<file path="config.mk">
export PLATFORM = sky130hd
export DESIGN_NAME = mdu_iter
export DESIGN_NICKNAME = d
export VERILOG_FILES = /design/src/rtl/mdu_pkg.sv /design/src/rtl/mdu_step.sv /design/src/rtl/mdu_iter.sv
export SDC_FILE = /design/constraint.sdc
export NUM_CORES = 1
export LEC_CHECK = 0
export CELL_PAD_IN_SITES_DETAIL_PLACEMENT = 1
export CELL_PAD_IN_SITES_GLOBAL_PLACEMENT = 2
export CORE_MARGIN = 2
export CORE_UTILIZATION = 37
export CTS_CLUSTER_SIZE = 20
export DETAILED_ROUTE_END_ITERATION = 10
export PLACE_DENSITY = 0.95
export SYNTH_ARGS = -nofsm -noshare
export SYNTH_HDL_FRONTEND = slang
export SYNTH_HIERARCHICAL = 1
export SYNTH_SLANG_ARGS = --single-unit
</file>
<file path="constraint.sdc">
create_clock -name clk -period 7.5 [get_ports clk]
set_clock_uncertainty 0.15 [all_clocks]
set_input_delay 0.75 -clock clk [delete_from_list [all_inputs] [get_ports clk]]
set_output_delay 0.75 -clock clk [all_outputs]
set_load 0.01 [all_outputs]
</file>
<file path="src/rtl/mdu_pkg.sv">
// mdu_pkg: shared encodings for the iterative multiply/divide unit.
//   mdu_op_e    - operation codes driven by the main decoder onto mdu_iter.op
//   mdu_state_e - sequencing states of mdu_iter
package mdu_pkg;

    typedef enum logic [1:0] {
        MDU_MULT  = 2'b00,
        MDU_MULTU = 2'b01,
        MDU_DIV   = 2'b10,
        MDU_DIVU  = 2'b11
    } mdu_op_e;

    typedef enum logic [1:0] {
        S_IDLE = 2'b00,
        S_CALC = 2'b01,
        S_FIX  = 2'b10
    } mdu_state_e;

    function automatic logic op_is_signed(input mdu_op_e op);
        return (op == MDU_MULT) || (op == MDU_DIV);
    endfunction

    function automatic logic op_is_div(input mdu_op_e op);
        return (op == MDU_DIV) || (op == MDU_DIVU);
    endfunction

endpackage

</file>
<file path="src/rtl/mdu_step.sv">
// mdu_step: one combinational radix-2 iteration of the multiply/divide datapath.
//   mode_div_i - 0: shift-add multiply step, 1: restoring divide step
//   acc_i      - 2*WIDTH accumulator {upper, lower}
//                multiply: {partial product, remaining multiplier bits}
//                divide:   {partial remainder, dividend/quotient bits}
//   operand_i  - multiplicand (multiply) or divisor (divide) magnitude
//   acc_o      - accumulator after this iteration
module mdu_step
    import mdu_pkg::*;
#(
    parameter int WIDTH = 32
) (
    input  logic                 mode_div_i,
    input  logic [2*WIDTH-1:0]   acc_i,
    input  logic [WIDTH-1:0]     operand_i,
    output logic [2*WIDTH-1:0]   acc_o
);

    logic [WIDTH:0]   sum;
    logic [WIDTH:0]   rem_sh;
    logic [WIDTH-1:0] diff;

    always_comb begin
        // Carry out of the add is kept so the shift right brings it into the top bit.
        sum    = {1'b0, acc_i[2*WIDTH-1:WIDTH]} + {1'b0, operand_i};
        // Shifted remainder needs WIDTH+1 bits; when the subtract succeeds the
        // result is below the divisor, so WIDTH bits of difference suffice.
        rem_sh = acc_i[2*WIDTH-1:WIDTH-1];
        diff   = rem_sh[WIDTH-1:0] - operand_i;
        acc_o  = acc_i;
        if (mode_div_i) begin
            if (rem_sh >= {1'b0, operand_i}) begin
                acc_o = {diff, acc_i[WIDTH-2:0], 1'b1};
            end else begin
                acc_o = {rem_sh[WIDTH-1:0], acc_i[WIDTH-2:0], 1'b0};
            end
        end else begin
            if (acc_i[0]) begin
                acc_o = {sum, acc_i[WIDTH-1:1]};
            end else begin
                acc_o = {1'b0, acc_i[2*WIDTH-1:1]};
            end
        end
    end

endmodule

</file>
<file path="src/rtl/mdu_iter.sv">
// mdu_iter: iterative MULT/MULTU/DIV/DIVU unit with HI/LO registers.
//   clk, reset  - clock; synchronous active-high reset
//   start, op   - request an operation (accepted only when idle), op code
//   a, b        - rs / rt operands, captured on acceptance
//   hi_we,lo_we - MTHI/MTLO enables with write data wd (idle, no start only)
//   busy, done  - operation in flight / one-cycle completion pulse
//   hi, lo      - HI and LO registers
//
// state  | meaning
// S_IDLE | waiting; MTHI/MTLO writes allowed
// S_CALC | WIDTH iterations on magnitudes, counter WIDTH-1 down to 0
// S_FIX  | sign correction, write hi/lo, raise done
module mdu_iter
    import mdu_pkg::*;
#(
    parameter int WIDTH = 32,
    parameter int CW    = $clog2(WIDTH)
) (
    input  logic             clk,
    input  logic             reset,
    input  logic             start,
    input  logic [1:0]       op,
    input  logic [WIDTH-1:0] a,
    input  logic [WIDTH-1:0] b,
    input  logic             hi_we,
    input  logic             lo_we,
    input  logic [WIDTH-1:0] wd,
    output logic             busy,
    output logic             done,
    output logic [WIDTH-1:0] hi,
    output logic [WIDTH-1:0] lo
);

    mdu_state_e         state_q, state_d;
    logic [CW-1:0]      cnt_q, cnt_d;
    logic [2*WIDTH-1:0] acc_q, acc_d;
    logic [WIDTH-1:0]   opnd_q, opnd_d;
    logic               div_q, div_d;
    logic               neg_q, neg_d;     // product / quotient is negative
    logic               rneg_q, rneg_d;   // remainder takes dividend sign
    logic               dz_q, dz_d;       // divide by zero
    logic [WIDTH-1:0]   hi_q, hi_d;
    logic [WIDTH-1:0]   lo_q, lo_d;
    logic               done_q, done_d;

    mdu_op_e            op_e;
    logic               sgn_op, sa, sb;
    logic [WIDTH-1:0]   mag_a, mag_b;
    logic [2*WIDTH-1:0] step_acc;
    logic [2*WIDTH-1:0] prod_fix;
    logic [WIDTH-1:0]   quo_fix, rem_fix;

    assign op_e   = mdu_op_e'(op);
    assign sgn_op = op_is_signed(op_e);
    assign sa     = sgn_op & a[WIDTH-1];
    assign sb     = sgn_op & b[WIDTH-1];
    // The most negative value maps onto itself, which as an unsigned
    // magnitude is exactly 2^(WIDTH-1).
    assign mag_a  = sa ? -a : a;
    assign mag_b  = sb ? -b : b;

    assign prod_fix = neg_q  ? -acc_q : acc_q;
    assign quo_fix  = neg_q  ? -acc_q[WIDTH-1:0] : acc_q[WIDTH-1:0];
    assign rem_fix  = rneg_q ? -acc_q[2*WIDTH-1:WIDTH] : acc_q[2*WIDTH-1:WIDTH];

    mdu_step #(.WIDTH(WIDTH)) u_step (
        .mode_div_i (div_q),
        .acc_i      (acc_q),
        .operand_i  (opnd_q),
        .acc_o      (step_acc)
    );

    always_comb begin
        state_d = state_q;
        cnt_d   = cnt_q;
        acc_d   = acc_q;
        opnd_d  = opnd_q;
        div_d   = div_q;
        neg_d   = neg_q;
        rneg_d  = rneg_q;
        dz_d    = dz_q;
        hi_d    = hi_q;
        lo_d    = lo_q;
        done_d  = 1'b0;
        case (state_q)
            S_IDLE: begin
                if (start) begin
                    div_d   = op_is_div(op_e);
                    neg_d   = sa ^ sb;
                    rneg_d  = sa;
                    dz_d    = (b == '0);
                    if (op_is_div(op_e)) begin
                        acc_d  = {{WIDTH{1'b0}}, mag_a};
                        opnd_d = mag_b;
                    end else begin
                        acc_d  = {{WIDTH{1'b0}}, mag_b};
                        opnd_d = mag_a;
                    end
                    cnt_d   = CW'(WIDTH - 1);
                    state_d = S_CALC;
                end else begin
                    if (hi_we) hi_d = wd;
                    if (lo_we) lo_d = wd;
                end
            end
            S_CALC: begin
                acc_d = step_acc;
                cnt_d = cnt_q - CW'(1);
                if (cnt_q == '0) state_d = S_FIX;
            end
            S_FIX: begin
                if (div_q) begin
                    // With a zero divisor the remainder path has shifted the
                    // whole dividend through unchanged, so hi already equals a.
                    hi_d = rem_fix;
                    lo_d = dz_q ? {WIDTH{1'b1}} : quo_fix;
                end else begin
                    hi_d = prod_fix[2*WIDTH-1:WIDTH];
                    lo_d = prod_fix[WIDTH-1:0];
                end
                done_d  = 1'b1;
                state_d = S_IDLE;
            end
            default: state_d = S_IDLE;
        endcase
    end

    always_ff @(posedge clk) begin
        if (reset) begin
            state_q <= S_IDLE;
            cnt_q   <= '0;
            acc_q   <= '0;
            opnd_q  <= '0;
            div_q   <= 1'b0;
            neg_q   <= 1'b0;
            rneg_q  <= 1'b0;
            dz_q    <= 1'b0;
            hi_q    <= '0;
            lo_q    <= '0;
            done_q  <= 1'b0;
        end else begin
            state_q <= state_d;
            cnt_q   <= cnt_d;
            acc_q   <= acc_d;
            opnd_q  <= opnd_d;
            div_q   <= div_d;
            neg_q   <= neg_d;
            rneg_q  <= rneg_d;
            dz_q    <= dz_d;
            hi_q    <= hi_d;
            lo_q    <= lo_d;
            done_q  <= done_d;
        end
    end

    assign busy = (state_q != S_IDLE);
    assign done = done_q;
    assign hi   = hi_q;
    assign lo   = lo_q;

endmodule

</file>
* Word-level counts from Yosys, hierarchy flattened
Cells that the tools add are included.
** Operators by class
- Add/sub/neg operators :: 8
- $mul :: 0
- Divide/modulo/power cells :: 0
- Order comparisons :: 1
- Equal/unequal tests :: 9
- Shift-type cells :: 0
- Mux-type cells :: 27
- Bitwise operators :: 3
- Reductions and logical operators :: 14
** Operators by type and width (number)
- $mux W32 :: 13
- $mux W64 :: 5
- $neg A32 Y32 :: 4
- $pmux W32 S2 :: 2
- $pmux W64 S2 :: 1
- $neg A64 Y64 :: 1
- $add A32 B32 Y33 :: 1
- $ge A33 B32 Y1 :: 1
- $logic_not A32 Y1 :: 1
- $sub A32 B32 Y32 :: 1
- $ne A2 B2 Y1 const B :: 5
- $pmux W5 S2 :: 1
- $eq A2 B2 Y1 const B :: 3
- $reduce_and A2 Y1 :: 3
- $reduce_and A3 Y1 :: 2
- $reduce_bool A2 Y1 :: 3
- $logic_not A5 Y1 :: 1
- $mux W5 :: 1
- $sub A5 B1 Y5 const B :: 1
- $logic_not A2 Y1 :: 2
- $mux W2 :: 2
- $pmux W2 S2 :: 1
- $and A1 B1 Y1 :: 2
- $eq A2 B1 Y1 const B :: 1
- 3 further kinds :: 4
** Storage, ports and cells
- Bits in registers :: 172
- Latch bits :: 0
- Memory bits (writable) :: 0
- Memory bits (read-only) :: 0
- Input bits :: 103
- Output and inout bits :: 66
- Word-level logic and storage cells :: 73
- Memories :: 0

* Longest topological paths before layout
- Depth after elaboration :: 7
- Gate-level depth with buffers :: 15
- Mapped depth without buffers :: 14

* Cells and area by module
The synthesis kept the hierarchy.
** By module, submodules not included
- mdu_iter :: times used 1, cells an instance 1263, area an instance 10376.2 sq um, seq. area each 3443.3 sq um
- mdu_step :: times used 1, cells an instance 752, area an instance 5119.9 sq um, seq. area each 0.0 sq um

* Worst setup path before layout
Ideal clock, no wire load.
- Path kind :: reg-to-reg
- Start :: reg acc_q[31]
- End :: reg acc_q[60]
- Library setup time :: 117 ps
- Arrival time :: 2927 ps
- Data required time :: 7233 ps
- Slack :: 4306 ps
- Cell stages (with the launch flop) :: 15
- Path buffers :: 0
- Clock period less this slack :: 3194 ps
- Path through :: dfxtp_1 -> inv_1 -> ha_1 -> inv_1 -> fa_1 -> a21oi_1 -> o2111ai_1 -> a31o_2 -> a2111oi_2 -> o211ai_1 -> a311oi_1 -> a41oi_1 -> nor3_1 -> a211oi_2 -> a22o_1
** Between the ends
- Word-level cells in the longest chain between the ends :: 4
- Elaborated cells between the ends (all ways) :: 5
- Those cells by class :: add/sub: 1; order compare: 1; mux: 3
** Ends and longest elaborated chain
- start, declared :: line mdu_iter.sv:36 : logic [2*WIDTH-1:0] acc_q, acc_d;
- start signal, assigned :: line mdu_iter.sv:132 : acc_q <= '0;
- start signal, assigned :: line mdu_iter.sv:144 : acc_q <= acc_d;
- $sub A32 B32 Y32 or $ge A33 B32 Y1 (tied branches) :: line mdu_step.sv:29, mdu_step.sv:32
- $mux W64 * :: line mdu_step.sv:32 : if (rem_sh >= {1'b0, operand_i}) begin
- $mux W64 * :: line mdu_step.sv:31 : if (mode_div_i) begin
- net step_acc[60] :: line mdu_iter.sv:49 : logic [2*WIDTH-1:0] step_acc;
- $pmux W64 S2 * :: line mdu_iter.sv:85 : case (state_q)
Mark *: on every way through the listed nets, which the timed path passes. The rest lies on a longest branch.
A chain may end at the register's enable or synchronous reset.

* Worst setup path after layout
- Start :: reg acc_q[32]
- End :: reg acc_q[50]
** Between the ends
- Word-level cells in the longest chain between the ends :: 4
- Elaborated cells between the ends (all ways) :: 7
- Those cells by class :: add/sub: 2; order compare: 1; mux: 4
** Ends and longest elaborated chain
- $add A32 B32 Y33, or another cell as far along :: line mdu_step.sv:25 : sum = {1'b0, acc_i[2*WIDTH-1:WIDTH]} + {1'b0, operand_i};
- $mux W64, on equally long branches :: line mdu_step.sv:38, mdu_step.sv:32
- $mux W64 * :: line mdu_step.sv:31
- net step_acc[50] :: line mdu_iter.sv:49
- $pmux W64 S2 * :: line mdu_iter.sv:85
Marked as above.

==> run metrics <==
run status=finished clean; GP Congestion=0.9254; Initial DRC Count=1461; sw frac=0.4380; Clock transition at path regs=0.09 ns; CP max FO=38; gr usage total=0.2842; core area=0.04111 mm^2; combinational share of power=0.432; n_diodes=0; Worst R2R End=acc_q[50]; syn nets=2190; Syn Area/Cell=7.690 um^2; total power draw=0.003670 W; commonest non-fill, non-tap cells in the layout=185 x a21oi_1, 170 x dfxtp_1, 166 x clkdlybuf4s50_1; Post-DRT Antenna Nets=0; hold_buf cts=0; R2R depth=12; first-pass GRT wire length=98120 um; cts bufs inserted=17; hold-critical path depth=2; crit path time final=4.538 ns; synth warn=6; layout cells sized above 1=0.06613; Max Cap Violations=0; hold_ws=0.3080 ns; Port Buf Inserts=168; Netlist Area Pre-Place=0.01550 mm^2; CTS Buffer Depth=2; vias in the first global route=16303; Peak Freq=220.4 MHz; min-delay src=lo[4]; filler instances=5044; Post-Layout Inst Area=0.01810 mm^2; Seq pwr share=0.309; largest net degree at the start of global routing=83; worst r2r src=acc_q[32]; drt pass-1 iters=7; io pins=169; Seq. cell area=0.003448 mm^2; depth of the CTS H-tree=4; CTS root buf=clkbuf_16; dpl cell area=0.01749 mm^2; Critical Path End Type=register; Power Density=202.8 mW/mm^2; hpwl dp=49080 um; site row count=74; Worst setup SP type=register; post-synthesis async set-or-reset flop share=0; routed vias/inst=6.394; worst hold path type=reg2reg; CTS tree=built; Slew Limit Headroom=0.2760; WHS Endpoint=lo[4]; die height=208.7 um; prevailing post-synth register cell=dfxtp_1; distinct cell type count after synthesis=95; Syn Inst Count=2015; setup tns final=0 ns; postcts setup bufs=0; Internal Power=0.002063 W; most common cell after layout, fill and taps aside=a21oi_1; Post-synth EDFFs=0; post-route clock period utilization=0.6050; GR Overflow Total=0; post-CTS sizing=0; P_sw=0.001608 W; routed len/inst=24.39 um; Hold Violations, Final=0; full die area=0.04353 mm^2; Initial Util=0.3769; # DRC=0; actual slew at the worst max-slew pin=1.078 ns; worst endpoint data arrival time=4.74 ns; Clock Latency Late Sink=0.46 ns; fin nets=2264; Layout area overhead=16.79%; kind of critical path=reg2reg; RSZ-0062 raised after global routing=false; worst endpoint required time=7.71 ns; via count=16843; Clock Sinks=172; clock share of power=0.258; final setup fails=0; VDD IR-drop max=0.0001413 V; Seq/Total Area, Yosys=0.2222; die width=208.7 um; area of the multi-input gates=0.01122 mm^2; leakage=6.869 nW; Pins Over Slew Limit=0; drt total wl=64240 um; Yosys reg bits=172; internal reg-to-reg setup slack=2.96 ns; initial antenna violation count=0
-- power by group through the flow --
stage / registers [W] / logic, W / clock network (W)
after floorplan: 0.00110 / 0.00108 / 0
after global placement: 0.00114 / 0.00150 / 0
after detailed placement: 0.00115 / 0.00154 / 0
after CTS: 0.00113 / 0.00156 / 0.000946
after global routing: 0.00114 / 0.00171 / 0.000982
final: 0.00113 / 0.00159 / 0.000949
-- sequential cells by signal, summed over array words and instances, names as in the netlist --
name and count:
acc_q 64, hi 32, lo 32, opnd_q 32
cnt_q 5, state_q 2, div_q 1, done 1
dz_q 1, neg_q 1, rneg_q 1
-- routing by layer --
metal / up-vias / wire (um) / GRT usage
li1: 7760 / - / -
met1: 8232 / 29260 / 0.4012
met2: 761 / 28430 / 0.4501
met3: 90 / 4877 / 0.04013
met4: 0 / 1676 / 0.08227
met5: - / 0 / 0
-- how the worst max path moves through the flow --
stage	cells past startpoint	slack [ns]	to	startpoint
2_1_floorplan	14	4.31	acc_q[60]	acc_q[31]
3_5_place_dp	12	3.03	acc_q[49]	acc_q[37]
6_report	12	2.96	acc_q[50]	acc_q[32]
5_1_grt	12	2.69	acc_q[49]	acc_q[32]
4_1_cts	12	3.02	acc_q[50]	acc_q[32]
3_3_place_gp	12	3.18	acc_q[50]	acc_q[32]
-- logic make-up after synthesis --
logic type                 Yosys count  share of synthesized area
buffers and inverters              215                    0.05523
xor gates and xnor gates           155                    0.08761
muxes                               87                    0.05902
DFF                                172                     0.2222
adders and majority gates           72                    0.05910
and+or+nand+nor                    619                     0.2045
AOI/OAI and AO/OA                  695                     0.3123
-- per-stage QoR --
step,util,cells,setup slack (ns)
2_1_floorplan,-,2015,4.306
3_3_place_gp,0.4254,2602,3.183
3_5_place_dp,0.4254,2602,3.031
4_1_cts,0.4402,2634,3.015
5_1_grt,0.4402,2634,2.692
6_report,0.4402,2634,2.962
-- final cells by class --
type                    instances  share of cell area
multi-input cells            1628              0.6202
flip-flops and latches        172              0.1905
repair buffers                193              0.1029
well taps                     532             0.03678
clock buffers                  17             0.02351
inverters                      77             0.01597
clock inverters                15             0.01009
-- critical path: stages (launching register included) --
cell     delay [ns]
dfxtp_1        0.68
ha_1           0.35
nor2b_1        0.15
o21ai_0        0.33
a21oi_2        0.14
o31ai_1        0.41
nand2_1        0.24
a31oi_4        0.59
buf_4          0.53
mux2_2         0.39
a22oi_1        0.15
o21ai_0        0.12
a22o_1         0.21
-- synth_stat cells (49+ instances only) --
cell type / number / area share
a21oi_1: 185 / 0.060
dfxtp_1: 172 / 0.22
nand2_1: 154 / 0.037
nor2_1: 149 / 0.036
clkbuf_1: 116 / 0.028
xnor2_1: 92 / 0.052
o21ai_0: 84 / 0.027
inv_1: 74 / 0.018
ha_1: 70 / 0.057
xor2_1: 63 / 0.036
mux2i_1: 52 / 0.034
nor3_1: 51 / 0.016
o221ai_1: 49 / 0.028
(Power assumes the default switching activity.)
